<file path="src/rtl/pcs_pkg.sv">
// Shared 10GBASE-R PCS constants and helpers for the receive path.
package pcs_pkg;

    localparam int          BLOCK_W   = 66;
    localparam int          HDR_W     = 2;
    localparam logic [1:0]  SYNC_DATA = 2'b01;
    localparam logic [1:0]  SYNC_CTRL = 2'b10;
    localparam int          SLIP_MOD  = 66;

    // Number of payload words of width dw that make up one 66-bit block.
    function automatic int words_per_block(input int dw);
        return (BLOCK_W - HDR_W) / dw;
    endfunction

endpackage

</file>
<file path="src/rtl/rx_gearbox_66b.sv">
// RX gearbox: reassembles 66-bit blocks from a raw LSB-first transceiver
// stream and emits them as 64/DATA_WIDTH payload words, with the sync header
// attached to the first word of each block. Alignment can be advanced one bit
// at a time through i_slip.
module rx_gearbox_66b
    import pcs_pkg::*;
#(
    parameter int DATA_WIDTH = 32,
    parameter int HDR_WIDTH  = 2,
    parameter int BUF_WIDTH  = 2*DATA_WIDTH+4
) (
    input  logic                  i_clk,
    input  logic                  i_reset_n,
    input  logic [DATA_WIDTH-1:0] i_rx_data,
    input  logic                  i_rx_valid,
    input  logic                  i_slip,
    output logic [DATA_WIDTH-1:0] o_data,
    output logic [HDR_WIDTH-1:0]  o_hdr,
    output logic                  o_hdr_valid,
    output logic                  o_valid,
    output logic                  o_slip_busy,
    output logic [6:0]            o_slip_cnt
);

    localparam int WPB    = words_per_block(DATA_WIDTH);
    localparam int FILL_W = $clog2(BUF_WIDTH+1);
    localparam int IDX_W  = 2;

    logic [BUF_WIDTH-1:0]  buf_q,  buf_d;
    logic [FILL_W-1:0]     fill_q, fill_d;
    logic [IDX_W-1:0]      word_idx_q, word_idx_d;
    logic                  slip_pend_q, slip_pend_d;
    logic [6:0]            slip_cnt_q, slip_cnt_d;
    logic [DATA_WIDTH-1:0] data_q, data_d;
    logic [HDR_WIDTH-1:0]  hdr_q, hdr_d;
    logic                  valid_q, valid_d;
    logic                  hdr_valid_q, hdr_valid_d;

    // Working values of the combinational step.
    logic [BUF_WIDTH-1:0]  acc_comb;
    logic [BUF_WIDTH-1:0]  hdr_sh;
    logic [BUF_WIDTH-1:0]  data_sh;
    logic [FILL_W-1:0]     total;
    logic [FILL_W-1:0]     need;

    // Merge new word into the accumulator, extract one output word when
    // enough bits are present, and track slip requests.
    always_comb begin
        buf_d       = buf_q;
        fill_d      = fill_q;
        word_idx_d  = word_idx_q;
        slip_pend_d = slip_pend_q;
        slip_cnt_d  = slip_cnt_q;
        data_d      = data_q;
        hdr_d       = hdr_q;
        valid_d     = 1'b0;
        hdr_valid_d = 1'b0;

        if (i_rx_valid) begin
            acc_comb = buf_q | (BUF_WIDTH'(i_rx_data) << fill_q);
            total    = fill_q + FILL_W'(DATA_WIDTH);
        end else begin
            acc_comb = buf_q;
            total    = fill_q;
        end

        // A pending slip makes the first word of a block swallow one extra
        // bit ahead of the header, moving the block boundary by +1.
        if (word_idx_q == '0) begin
            need = FILL_W'(DATA_WIDTH + HDR_WIDTH) + FILL_W'(slip_pend_q);
        end else begin
            need = FILL_W'(DATA_WIDTH);
        end

        hdr_sh  = acc_comb >> slip_pend_q;
        data_sh = acc_comb >> (FILL_W'(HDR_WIDTH) + FILL_W'(slip_pend_q));

        if (total >= need) begin
            buf_d   = acc_comb >> need;
            fill_d  = total - need;
            valid_d = 1'b1;
            if (word_idx_q == '0) begin
                hdr_d       = hdr_sh[HDR_WIDTH-1:0];
                data_d      = data_sh[DATA_WIDTH-1:0];
                hdr_valid_d = 1'b1;
                if (slip_pend_q) begin
                    slip_pend_d = 1'b0;
                    slip_cnt_d  = (slip_cnt_q == 7'(SLIP_MOD-1)) ? 7'd0 : slip_cnt_q + 7'd1;
                end
            end else begin
                data_d = acc_comb[DATA_WIDTH-1:0];
            end
            word_idx_d = (word_idx_q == IDX_W'(WPB-1)) ? '0 : word_idx_q + IDX_W'(1);
        end else begin
            buf_d  = acc_comb;
            fill_d = total;
        end

        // New requests are taken only when none is outstanding; a request
        // that arrives on a header emit lands on the following block.
        if (i_slip && !slip_pend_q) begin
            slip_pend_d = 1'b1;
        end
    end

    // State and output registers with synchronous active-low reset.
    always_ff @(posedge i_clk) begin
        if (!i_reset_n) begin
            buf_q       <= '0;
            fill_q      <= '0;
            word_idx_q  <= '0;
            slip_pend_q <= 1'b0;
            slip_cnt_q  <= '0;
            data_q      <= '0;
            hdr_q       <= '0;
            valid_q     <= 1'b0;
            hdr_valid_q <= 1'b0;
        end else begin
            buf_q       <= buf_d;
            fill_q      <= fill_d;
            word_idx_q  <= word_idx_d;
            slip_pend_q <= slip_pend_d;
            slip_cnt_q  <= slip_cnt_d;
            data_q      <= data_d;
            hdr_q       <= hdr_d;
            valid_q     <= valid_d;
            hdr_valid_q <= hdr_valid_d;
        end
    end

    assign o_data      = data_q;
    assign o_hdr       = hdr_q;
    assign o_valid     = valid_q;
    assign o_hdr_valid = hdr_valid_q;
    assign o_slip_busy = slip_pend_q;
    assign o_slip_cnt  = slip_cnt_q;

    // The accumulator never overflows: fill stays below the buffer width.
    a_fill_bound: assert property (@(posedge i_clk) disable iff (!i_reset_n)
                                   fill_q < FILL_W'(BUF_WIDTH));

endmodule

</file>
<file path="config.mk">
export PLATFORM = sky130hd
export DESIGN_NAME = rx_gearbox_66b
export DESIGN_NICKNAME = d
export VERILOG_FILES = /design/src/rtl/pcs_pkg.sv /design/src/rtl/rx_gearbox_66b.sv
export SDC_FILE = /design/constraint.sdc
export NUM_CORES = 1
export LEC_CHECK = 0
export CAP_MARGIN = 20
export CORE_ASPECT_RATIO = 1.1
export CORE_MARGIN = 2
export CORE_UTILIZATION = 30
export DETAILED_ROUTE_END_ITERATION = 6
export PLACE_DENSITY_LB_ADDON = 0.08
export REMOVE_ABC_BUFFERS = 1
export SLEW_MARGIN = 20
export SYNTH_ARGS = -nofsm -noshare
export SYNTH_HDL_FRONTEND = slang
export SYNTH_SLANG_ARGS = --single-unit
</file>
<file path="constraint.sdc">
create_clock -name i_clk -period 6.25 [get_ports i_clk]
set_input_delay 1.25 -clock i_clk [delete_from_list [all_inputs] [get_ports i_clk]]
set_output_delay 1.25 -clock i_clk [all_outputs]
set_load 0.02 [all_outputs]
</file>
=== Yosys cells after proc, flatten, opt, wreduce, memory -nomap -nowiden ===
Index checks and enable logic that the tools add are counted.

* Equal/unequal tests: 2
* Shift-type cells: 4
* Add/sub/neg operators: 6
* Reduce and logical (&&, ||, !) cells: 9
* Bitwise gates (word level): 1
* Multiplexer cells: 13
* Magnitude comparators: 1

{| class="wikitable"
|+ Operators by type and width
! cell !! number
|-
| 68-bit 2-to-1 mux || 2
|-
| 68-bit OR || 1
|-
| 32-bit by 7-bit left shift with 68-bit output || 1
|-
| 68-bit by 1-bit >> shifter with 2-bit output || 1
|-
| 68-bit by 3-bit >> shifter with 32-bit output || 1
|-
| 68-bit by 7-bit >> shifter with 68-bit output || 1
|-
| 32-bit 2-to-1 mux || 1
|-
| 7-bit 2-to-1 mux || 4
|-
| 6-bit by 1-bit adder with 7-bit output (first input constant) || 1
|-
| 7-bit by 1-bit adder with 7-bit output (second input constant) || 1
|-
| 7-bit by 6-bit adder with 7-bit output (second input constant) || 1
|-
| 7-bit equality test (second input constant) || 1
|-
| 7-bit greater-or-equal comparator || 1
|-
| 7-bit subtractor || 1
|-
| 2-bit AND reduction || 3
|-
| 1-bit 2-to-1 mux || 5
|-
| 2-bit nonzero test || 2
|-
| 2-bit by 1-bit adder with 3-bit output (first input constant) || 1
|-
| 3-bit AND reduction || 1
|-
| 2-bit by 1-bit adder with 2-bit output (second input constant) || 1
|-
| 2-bit by 1-bit equality test with 1-bit output (second input constant) || 1
|-
| 2-bit logical NOT || 1
|-
| 2-bit 2-to-1 mux || 1
|-
| 1-bit logical AND || 1
|-
| 1-bit logical NOT || 1
|}

* Bits in registers: 121
* Word-level logic and storage cells: 45
* Output and inout port bits: 44

=== Longest topological paths before layout ===
Gate-level depths: netlist of the first run.

* Depth after elaboration: 5
* Mapped depth: 15

=== Least setup slack after synthesis of the first run ===
Ideal clock, no wire load.

* Path kind: input-to-reg
* Start point: in i_rx_data[16]
* End point: reg buf_q[20]
* Data required time: 6.116 ns
* Cell stages on the path: 6
* Arrival time: 3.156 ns
* Path slack: 2.960 ns
* Library setup time: 0.134 ns
* Cell sequence: mux4_1 mux4_2 a22o_1 a221o_1 a22oi_1 o211ai_1

* Longest elaborated chain between the ends: 5

{| class="wikitable"
|+ RTL lines
! element !! RTL line !! text
|-
| from (decl) || rx_gearbox_66b.sv:14 || <nowiki>input logic [DATA_WIDTH-1:0] i_rx_data,</nowiki>
|-
| 32-bit by 7-bit left shift with 68-bit output * || rx_gearbox_66b.sv:60 || <nowiki>acc_comb = buf_q | (BUF_WIDTH'(i_rx_data) << fill_q);</nowiki>
|-
| 68-bit OR * || rx_gearbox_66b.sv:60 ||
|-
| 68-bit 2-to-1 mux * || rx_gearbox_66b.sv:59 || <nowiki>if (i_rx_valid) begin</nowiki>
|-
| 68-bit by 7-bit >> shifter with 68-bit output || rx_gearbox_66b.sv:79 || <nowiki>buf_d = acc_comb >> need;</nowiki>
|-
| 68-bit 2-to-1 mux * || rx_gearbox_66b.sv:78 || <nowiki>if (total >= need) begin</nowiki>
|-
| to (signal assigned) || rx_gearbox_66b.sv:119 || <nowiki>buf_q <= buf_d;</nowiki>
|-
| to (decl) || rx_gearbox_66b.sv:29 || <nowiki>logic [BUF_WIDTH-1:0] buf_q, buf_d;</nowiki>
|}

Mark *: on every way between the ends. The rest lies on a longest branch, timed or not.
A chain may end at the register's enable or synchronous reset.

=== Worst setup path in the final report of the first run ===
* Start point: in i_rx_valid
* End point: reg buf_q[14]

* Longest elaborated chain between the ends: 3
* Elaborated cells between the ends (all ways): 5
* Classes of those cells: order compare (1); shift (1); mux (3)

{| class="wikitable"
|+ RTL lines
! element !! RTL line !! text
|-
| from (decl) || rx_gearbox_66b.sv:15 || <nowiki>input logic i_rx_valid,</nowiki>
|-
| 68-bit 2-to-1 mux / 7-bit 2-to-1 mux (equally long branches) || rx_gearbox_66b.sv:59 ||
|-
| 68-bit by 7-bit >> shifter with 68-bit output / 7-bit greater-or-equal comparator (equally long branches) || rx_gearbox_66b.sv:79, rx_gearbox_66b.sv:78 ||
|-
| 68-bit 2-to-1 mux * || rx_gearbox_66b.sv:78 ||
|}

Marked as above.

==> results.md, run 1 <==
* Insertion delay to the later sink of the worst-skew pair at 430 ps
* Final TNS setup at 0 ps
* HPWL after detailed placement at 27,300 um
* Setup ws final at 1860 ps
* Crit-path cells: clkdlybuf4s50_1 -> and3b_1 -> nor2_1 -> o21a_1 -> nor3_2 -> buf_4 -> a22oi_1 -> o211ai_1
* Data required, critical path at 6600 ps
* Cell Area, Synth at 8760 um2
* Status: complete, no violations
* CP startpoint kind: input port
* Post-Synthesis Cells at 986
* Period Utilization, post-route at 70.3%
* Hold-fix buffers, CTS at 0
* GRT Util Overall at 24.5%
* CTS tree: built
* Max-slew violations at 0
* Crit path time final at 4390 ps
* R2R Setup Slk at 1900 ps
* Hold Crit Endpoint: word_idx_q[1]$_SDFFE_PN0N_
* Vias in the first global route at 8,619
* R2R Path Start: word_idx_q[0]$_SDFFE_PN0N_
* Post-synth EDFFs at 0
* H-tree depth at 4
* Final Util at 36.7%
* Synth Warn # at 0
* Crit end category: flip-flop
* Hold_sp: word_idx_q[1]$_SDFFE_PN0N_
* Largest net degree at the start of global routing at 50
* Clock transition at path regs at 60 ps
* DRT antenna net count at 0
* Leak at 3.73 nW
* Pwr dens at 577 nW/um2
* Setup violators final at 0
* Most frequent cells in the layout: dfxtp_1, nand2_1, nor2_1
* CP Class: input port to flip-flop
* Number of synthesized register bits at 121
* RSZ-0062 raised after global routing: false
* Ys flop type: dfxtp_1
* Buf+Inv Stages, Crit Path at 2
* Worst r2r dst: o_data[20]$_SDFFE_PN0N_
* Starting Density at 30.5%
* ANT cells at 0
* Area leader, netlist: dfxtp_1
* Gpl congestion at 0.884
* Cell variety after synth at 85
* Critical Path Fanout Max at 18
* Grt ovf at 0
* Worst vdd ir at 237 uV
* First-pass GRT wire length at 57,100 um
* Number of placement rows at 65
* DRC at 0
* CTS Buf Count at 17
* Top area cells in the synthesized netlist: dfxtp_1, mux4_2, mux2_2, nand2_1, nor2_1
* Ports at 80
* Clk sinks at 121
* CP delay by family, top: simple AND/OR/NAND/NOR gates
* Max Clk Rate at 228 MHz
* Slew of the pin with the lowest slew margin at 1100 ps
* Arr. time, crit path at 4750 ps
* Post-CTS sizing at 0
* Synthesis-to-layout area growth at 20.3%
* WL per Instance at 26.8 um
* Vias per cell at 6.32
* Place WS at 1520 ps
* Final hold vios at 0
* FFs w/ async S/R, synth at 0%
* FF-to-FF path depth at 11
* Total number of vias at 8,909
* Worst stage delay on the critical path at 830 ps
* Worst min-delay path category: flip-flop to flip-flop
* Fraction of layout cells with a size suffix above 1 at 15.7%
* First-pass iteration count of the detailed router at 5
* Port Buffers at 79
* NumNets Final at 1,071
* Die Y at 183 um
* Initial antenna violation count at 0
* Clock Skew at 12.9 ps
* Hold Crit Depth at 2
* Core Area at 28,700 um2
* Setup Buffers After CTS at 0
* Bufs on Longest Clock Path at 2
* Root Driver: clkbuf_16
* Die X at 167 um
* Max-capacitance violation count at 0
* Die ar. at 30,600 um2
* Worst relative slew slack at 26.6%
* Avg Synthesized Cell Area at 8.89 um2
* Synth top area share at 27.6%
* DR iter-0 viols at 823
* Slowest CP cell: clkdlybuf4s50_1
* Post-Route WL at 37,700 um
* Commonest non-fill, non-tap cell in the layout: dfxtp_1
* Sequential-to-total area share from yosys stat at 27.6%
## Yosys cell counts, types with 9 or more instances
master     number
o22ai_1        11
o31ai_1         9
mux2_2         33
clkbuf_1       50
a22oi_1        35
a221oi_1       11
a221o_1        17
mux4_1         10
mux2i_1        30
dfxtp_1       121
nor2_1         82
nand4_1        13
nand2_1        82
a21oi_1        51
inv_1          14
buf_2          21
and2_1         17
a222oi_1        9
o21ai_0        45
o211ai_1       25
a31oi_1        12
a2bb2oi_1      10
o221ai_1       17
nor2b_1        10
a211oi_1       10
nand3_1        27
mux4_2         39
nor3_1         21
a21o_1         14
## sequential cells by signal (all words and copies together), names as in the netlist
register,count
buf_q,68
fill_q,7
o_data,32
o_hdr,2
o_hdr_valid,1
o_slip_busy,1
o_slip_cnt,7
o_valid,1
word_idx_q,2
## through the flow
stage	hold WS (ps)	area (um2)	power, W	instances
global route	456	10500	0.00640	1409
floorplan	407	8390	0.00345	903
finish	427	10500	0.00608	1409
global placement	415	9890	0.00495	1378
CTS	429	10500	0.00603	1409
detailed placement	418	9900	0.00492	1379
## logic make-up (layout without fill, tap and decap cells)
family	count (synthesis)	in the layout	share of synthesized area, %
mux	112	112	20.7
flops	121	121	27.6
compound gates	332	332	27.7
xor+xnor	8	8	0.800
simple gates	305	305	17.2
buf+inv	102	157	5.08
fa+ha+maj	6	6	0.914
## routing by layer
layer	global-route usage [%]	vias to the layer above	routed length (um)	part of all wire [%]
met4	11.5	0	1700	4.5
met3	4.81	87	2480	6.6
li1	-	3967	-	-
met5	0	-	0	0
met1	31.6	4478	16100	43
met2	39.6	377	17500	46
## tightest hold or removal path, delay by kind of cell (launching register included)
family           cells  cell delay, ps
AO/OA/AOI/OAI        1              30
AND/OR/NAND/NOR      1              50
flip-flops           1             310
## cell type report
cell class	count	area, um2
inverter	19	71.3
fill	2979	18200
tap	368	460
clock inverter	7	139
multi-input combinational	763	5940
clock buffer	23	498
timing repair buffer	108	1010
sequential	121	2430
## worst max path at each step
stage | startpoint | endpoint | slack [ps] | cells after the start
2_1_floorplan | fill_q[0]$_SDFFE_PN0N_ | buf_q[6]$_SDFF_PN0_ | 780 | 8
3_3_place_gp | i_rx_valid | o_data[23]$_SDFFE_PN0N_ | 1620 | 7
3_5_place_dp | i_rx_valid | o_data[24]$_SDFFE_PN0N_ | 1520 | 7
4_1_cts | word_idx_q[0]$_SDFFE_PN0N_ | o_data[20]$_SDFFE_PN0N_ | 1920 | 11
5_1_grt | i_rx_valid | buf_q[20]$_SDFF_PN0_ | 1570 | 8
6_report | i_rx_valid | buf_q[14]$_SDFF_PN0_ | 1860 | 8
## power breakdown
part	internal, W	switching [W]
Clock	0.000716	0.000389
Combinational	0.00134	0.00238
Sequential	0.00104	0.000216
No activity file was read; power rests on OpenSTA's default activity.
==> inputs of run 2 (changes only) <==
==> constraint.sdc (replaced) <==
create_clock -name i_clk -period 4.46 [get_ports i_clk]
set_input_delay 0.892 -clock i_clk [delete_from_list [all_inputs] [get_ports i_clk]]
set_output_delay 0.892 -clock i_clk [all_outputs]
set_load 0.02 [all_outputs]
==> run 2 against run 1 <==
Compared with the run above:
- routed wire length is 0.91% higher
- setup slack worse by 1100 ps
- design area up 0.71%
- count of clock-buffer cells in the layout decreased by 4
- sequential power increased by 40%
- final cell count rose by 1.6%
- clock power increased by 20%
- largest cell class unchanged
==> results.md, run 2 (synthesis gave the netlist of run 1 again) <==
* Setup Buffers After CTS at 0 (unchanged)
* Arr. time, crit path at 3970 ps (-780 ps)
* Commonest non-fill, non-tap cell in the layout: dfxtp_1
* Worst min-delay path category: flip-flop to flip-flop
* Buf+Inv Stages, Crit Path at 1 (-1)
* RSZ-0062 raised after global routing: false
* Non-Filler Instances at 1,432 (+1.6%)
* Design Area, Final at 10,600 um2 (+0.71%)
* NetSw at 0.00420 W (+40%)
* Die X at 167 um (unchanged)
* DR iter-0 viols at 882 (+7.2%)
* WL per Instance at 26.6 um (-0.71%)
* Hold-fix buffers, CTS at 0 (unchanged)
* First-pass GRT wire length at 57,500 um (+0.86%)
* CTS Buf Count at 17 (unchanged)
* Flop pwr share at 20.8% (+0.2 points)
* HPWL after detailed placement at 28,100 um (+2.7%)
* Insertion delay to the later sink of the worst-skew pair at 430 ps (about the same)
* Ports at 80 (unchanged)
* Starting Density at 30.5% (unchanged)
* Cells after DPL at 1,401 (+1.6%)
* Fraction of layout cells with a size suffix above 1 at 17.4% (+1.7 points)
* NumNets Final at 1,093 (+2.1%)
* Overall Power at 0.00839 W (+38%)
* Worst relative slew slack at 32.7% (+6.1 points)
* Dpl cell area at 10,100 um2 (+1.7%)
* FF-to-FF path depth at 7 (-4)
* H-tree depth at 4 (unchanged)
* Final hold vios at 0 (unchanged)
* R2R Setup Slk at 800 ps (-1100 ps)
* Cell-internal power at 0.00420 W (+36%)
* Crit end category: flip-flop
* Worst stage delay on the critical path at 840 ps (about the same)
* Number of placement rows at 65 (unchanged)
* R2R Path Start: fill_q[1]$_SDFFE_PN0N_
* DRC at 0 (unchanged)
* Core Area at 28,700 um2 (unchanged)
* Max Clk Rate at 273 MHz
* Max reg flops at 68 (unchanged)
* Critical Path Fanout Max at 23 (+5)
* Post-CTS sizing at 0 (unchanged)
* Data required, critical path at 4770 ps (-1830 ps)
* Worst vdd ir at 239 uV (+0.97%)
* Setup ws final at 799 ps (-1060 ps)
* First-pass iteration count of the detailed router at 6 (+1)
* Clock transition at path regs at 60 ps (about the same)
* Die ar. at 30,600 um2 (unchanged)
* Leak at 3.79 nW (+1.6%)
* Hold Crit Depth at 2 (unchanged)
* Vias in the first global route at 8,656 (+0.43%)
* Initial antenna violation count at 0 (unchanged)
* Total number of vias at 8,950 (+0.46%)
* CP Class: flip-flop to flip-flop
* CP delay by family, top: compound AO/OA/AOI/OAI gates
* Crit path depth at 7 (-1)
* Slowest CP cell: a221oi_1
* Hold Crit Endpoint: word_idx_q[1]$_SDFFE_PN0N_
* Port Buffers at 79 (unchanged)
* Switch share at 50.0% (+0.84 points)
* Root Driver: clkbuf_16
* Slew of the pin with the lowest slew margin at 1000 ps (-94.3 ps)
* CP startpoint kind: flip-flop
* Hold_sp: word_idx_q[1]$_SDFFE_PN0N_
* Gpl congestion at 0.945 (+6.9%)
* GRT Util Overall at 24.8% (+0.24 points)
* Largest net degree at the start of global routing at 50 (unchanged)
* Most flops, register: buf_q
* Status: complete, no violations
* Synthesis-to-layout area growth at 21.2%
* Grt ovf at 0 (unchanged)
* Place WS at 545 ps (-977 ps)
* ANT cells at 0 (unchanged)
* Period Utilization, post-route at 82.1%
* Most frequent cells in the layout: dfxtp_1, nand2_1, nor2_1
* CTS tree: built
* Max-capacitance violation count at 0 (unchanged)
* Clock Skew at 12.0 ps (-0.922 ps)
* Max-slew violations at 0 (unchanged)
* Crit-path cells: buf_4 -> mux4_1 -> mux2_2 -> o2bb2ai_1 -> a221oi_1 -> o22ai_1 -> a211o_1
* Clk sinks at 121 (unchanged)
* Pwr dens at 791 nW/um2 (+37%)
* Post-Route WL at 38,100 um (+0.91%)
* Bufs on Longest Clock Path at 2 (unchanged)
* DRT antenna net count at 0 (unchanged)
* Worst r2r dst: buf_q[8]$_SDFF_PN0_
* Setup violators final at 0 (unchanged)
* Die Y at 183 um (unchanged)
* Clock share of power at 15.8% (-2.4 points)
* Final Util at 37.0% (+0.26 points)
* Vias per cell at 6.25 (-1.2%)
* Comb pwr share at 63.3% (+2.1 points)
* Crit path time final at 3660 ps
-- run 2: cell type report --
class,count,area (um2)
fill,2953,18100
multi-input combinational,763,5920
sequential,121,2430
timing repair buffer,130,1190
tap,368,460
clock buffer,19,443
clock inverter,12,103
inverter,19,71.3
-- run 2: worst register-to-register path: stages, from the launching register on --
cell,delay (ps)
dfxtp_2,740
buf_4,370
mux4_1,650
mux2_2,310
o2bb2ai_1,190
a221oi_1,840
o22ai_1,150
a211o_1,290
-- run 2: worst max path at each step --
stage | startpoint | end | slack [ps]
finish | fill_q[1]$_SDFFE_PN0N_ | buf_q[8]$_SDFF_PN0_ | 800
CTS | fill_q[1]$_SDFFE_PN0N_ | o_data[20]$_SDFFE_PN0N_ | 750
detailed placement | i_rx_data[16] | o_data[20]$_SDFFE_PN0N_ | 550
global route | word_idx_q[0]$_SDFFE_PN0N_ | buf_q[2]$_SDFF_PN0_ | 550
global placement | i_rx_data[16] | o_data[20]$_SDFFE_PN0N_ | 570
floorplan | fill_q[0]$_SDFFE_PN0N_ | buf_q[6]$_SDFF_PN0_ | -1010
-- run 2: stage by stage --
stage | hold slack (ps) | setup TNS [ps]
floorplan | 407 | -55720
global placement | 415 | 0
detailed placement | 419 | 0
CTS | 430 | 0
global route | 449 | 0
finish | 431 | 0
-- run 2: layer usage --
layer | vias up | GRT usage, % | wire (um)
li1 | 4001 | - | -
met1 | 4484 | 33.4 | 16500
met4 | 0 | 7.55 | 922
met5 | - | 0 | 0
met3 | 62 | 3.45 | 2360
met2 | 403 | 41.2 | 18300
-- run 2: power by group through the flow --
stage               Sequential (W)  Combinational, W  Clock (W)
floorplan                  0.00198           0.00286          0
global placement           0.00177           0.00527          0
detailed placement         0.00177           0.00524          0
CTS                        0.00175           0.00526    0.00135
global route               0.00180           0.00566    0.00139
finish                     0.00175           0.00531    0.00133
==> inputs of run 3 (changes only) <==
==> constraint.sdc (replaced) <==
create_clock -name i_clk -period 3.7 [get_ports i_clk]
set_input_delay 0.74 -clock i_clk [delete_from_list [all_inputs] [get_ports i_clk]]
set_output_delay 0.74 -clock i_clk [all_outputs]
set_load 0.02 [all_outputs]
==> run 3 against run 2 <==
Compared with the run above:
- the flow now finishes with violations (design-rule violations)
- largest cell class unchanged
- combinational power is 26% higher
- sequential cell count stayed put
- core utilization increased by 1.6 points
- final cell count is 3.1% higher
- sequential power is 20% higher
- clock skew is 0.63 ps lower
- critical path type unchanged
- critical endpoint is now o_data[23]$_SDFFE_PN0N_
- via count rose by 1.9%
- sequential share of layout area shrank 0.94 points
==> results.md, run 3 (synthesis gave the netlist of run 1 again) <==
* Crit end category: flip-flop
* Overall Power at 0.0107 W (+27%)
* Clock transition at path regs at 60 ps (about the same)
* Data required, critical path at 3970 ps (-800 ps)
* CP Class: flip-flop to flip-flop
* Final hold vios at 0 (unchanged)
* Crit-path cells: ha_1 -> nor2b_1 -> a2111oi_2 -> o21a_1 -> buf_12 -> nor3_2 -> buf_4 -> a222oi_1 -> o211ai_1
* Synthesis-to-layout area growth at 26.4%
* Period Utilization, post-route at 89.7% (+7.6 points)
* NumNets Final at 1,137 (+4.0%)
* Failing checks: design-rule violations
* Clock share of power at 17.6% (+1.8 points)
* CP delay by family, top: compound AO/OA/AOI/OAI gates
* H-tree depth at 4 (unchanged)
* Initial antenna violation count at 0 (unchanged)
* Crit path time final at 3320 ps (-343 ps)
* First-pass GRT wire length at 57,700 um (+0.34%)
* Cell-internal power at 0.00559 W (+33%)
* Critical Path Fanout Max at 26 (+13%)
* DRC at 1 (+1)
* Design Area, Final at 11,100 um2 (+4.3%)
* Bufs on Longest Clock Path at 2 (unchanged)
* Max-capacitance violation count at 0 (unchanged)
* Non-Filler Instances at 1,477 (+3.1%)
* Die ar. at 30,600 um2 (unchanged)
* Die X at 167 um (unchanged)
* Core Area at 28,700 um2 (unchanged)
* Leak at 4.06 nW (+7.1%)
* Status: finished, violations left
* Die Y at 183 um (unchanged)
* ANT cells at 0 (unchanged)
* Slowest CP cell: dfxtp_2
* Grt ovf at 0 (unchanged)
* Vias per cell at 6.18 (-1.2%)
* Setup violators final at 0 (unchanged)
* Switch share at 47.7% (-2.3 points)
* DR iter-0 viols at 918 (+4.1%)
* Max-slew violations at 0 (unchanged)
* Port Buffers at 79 (unchanged)
* Dpl cell area at 10,400 um2 (+3.5%)
* Most frequent cells in the layout: dfxtp_1, buf_4, nand2_1
* Root Driver: clkbuf_16
* Setup Buffers After CTS at 0 (unchanged)
* Comb pwr share at 62.8% (-0.5 points)
* Hold WS at 429 ps (-2.47 ps)
* Arr. time, crit path at 3590 ps (-380 ps)
* Number of placement rows at 65 (unchanged)
* Clock Skew at 11.4 ps (-0.627 ps)
* Cells after DPL at 1,445 (+3.1%)
* Vias in the first global route at 8,915 (+3.0%)
* Ports at 80 (unchanged)
* Post-Route WL at 38,000 um (-0.17%)
* Max Clk Rate at 301 MHz (+10%)
* Worst vdd ir at 445 uV (+86%)
* CP startpoint kind: flip-flop
* Worst min-delay path category: flip-flop to flip-flop
* CTS Buf Count at 17 (unchanged)
* Largest net degree at the start of global routing at 45 (-10%)
* RSZ-0062 raised after global routing: false
* Max reg flops at 68 (unchanged)
* Slew of the pin with the lowest slew margin at 1150 ps (+152 ps)
* WL per Instance at 25.7 um (-3.2%)
* Buf+Inv Stages, Crit Path at 2 (+1)
* Worst relative slew slack at 22.1% (-11 points)
* Starting Density at 30.5% (unchanged)
* First-pass iteration count of the detailed router at 7 (+1)
* Total number of vias at 9,121 (+1.9%)
* Fill cells at 2,918 (-1.2%)
* Worst stage delay on the critical path at 780 ps (-60 ps)
* Flop pwr share at 19.7% (-1.1 points)
* GRT Util Overall at 24.8% (+0.076 points)
* Gpl congestion at 0.908 (-3.9%)
* R2R Setup Slk at 380 ps (-420 ps)
* Fraction of layout cells with a size suffix above 1 at 20.6% (+3.3 points)
* NetSw at 0.00510 W (+21%)
* Most flops, register: buf_q
* DRT antenna net count at 0 (unchanged)
* Hold-fix buffers, CTS at 0 (unchanged)
* Clk sinks at 121 (unchanged)
* CTS tree: built
* Insertion delay to the later sink of the worst-skew pair at 430 ps (about the same)
* HPWL after detailed placement at 28,600 um (+2.0%)
* Pwr dens at 965 nW/um2 (+22%)
* Commonest non-fill, non-tap cell in the layout: dfxtp_1
* Post-CTS sizing at 0 (unchanged)
==> run 3: changes by cell type in the layout (fill, tap and decap cells not counted), sizes merged <==
cell      change
buf          +44
bufinv        +4
clkbuf        +1
clkinv        -1
clkinvlp      -2
inv           -1
==> run 3: path summary, 6_finish.rpt <==
kind              cells past startpoint                        from                          to
setup / recovery                      9      fill_q[1]$_SDFFE_PN0N_     o_data[23]$_SDFFE_PN0N_
hold / removal                        2  word_idx_q[1]$_SDFFE_PN0N_  word_idx_q[1]$_SDFFE_PN0N_
setup reg to reg                      9      fill_q[1]$_SDFFE_PN0N_     o_data[23]$_SDFFE_PN0N_
hold reg to reg                       2  word_idx_q[1]$_SDFFE_PN0N_  word_idx_q[1]$_SDFFE_PN0N_
==> run 3: power groups by stage <==
stage,Combinational (W),Sequential [W],Clock (W)
after floorplan,0.00345,0.00239,0
after global placement,0.00665,0.00213,0
after detailed placement,0.00660,0.00213,0
after CTS,0.00663,0.00211,0.00190
after global routing,0.00712,0.00217,0.00196
final,0.00670,0.00210,0.00188
==> run 3: area by class of cell <==
class / count / area [um2] / share of cell area (%)
clock buffers: 20 / 447 / 4.04
clock inverters: 12 / 198 / 1.79
inverters: 19 / 71.3 / 0.644
multi-input cells: 763 / 5920 / 53.5
flip-flops and latches: 121 / 2430 / 21.9
well taps: 368 / 460 / 4.16
repair buffers: 174 / 1540 / 13.9
==> run 3: layer usage <==
layer  vias up  GRT usage [%]  routed length [um]
met5         -           1.61                  69
met4         2           10.1                1470
met3        85           4.77                2300
met2       393           40.5               17800
met1      4535           32.3               16400
li1       4106              -                   -
==> run 3: metrics by stage <==
| step | setup slack (ps) | setup TNS (ps) | util (%) |
|---|---|---|---|
| 2_1_floorplan | -1770 | -143800 | - |
| 3_3_place_gp | 133 | 0 | 36.3 |
| 3_5_place_dp | 127 | 0 | 36.3 |
| 4_1_cts | 316 | 0 | 38.6 |
| 5_1_grt | 72.2 | 0 | 38.6 |
| 6_report | 382 | 0 | 38.6 |
==> run 3: worst min-delay path: cells and delay by family, from the launching register on <==
family           cells  cell delay, ps
AO/OA/AOI/OAI        1              30
flip-flops           1             310
AND/OR/NAND/NOR      1              50
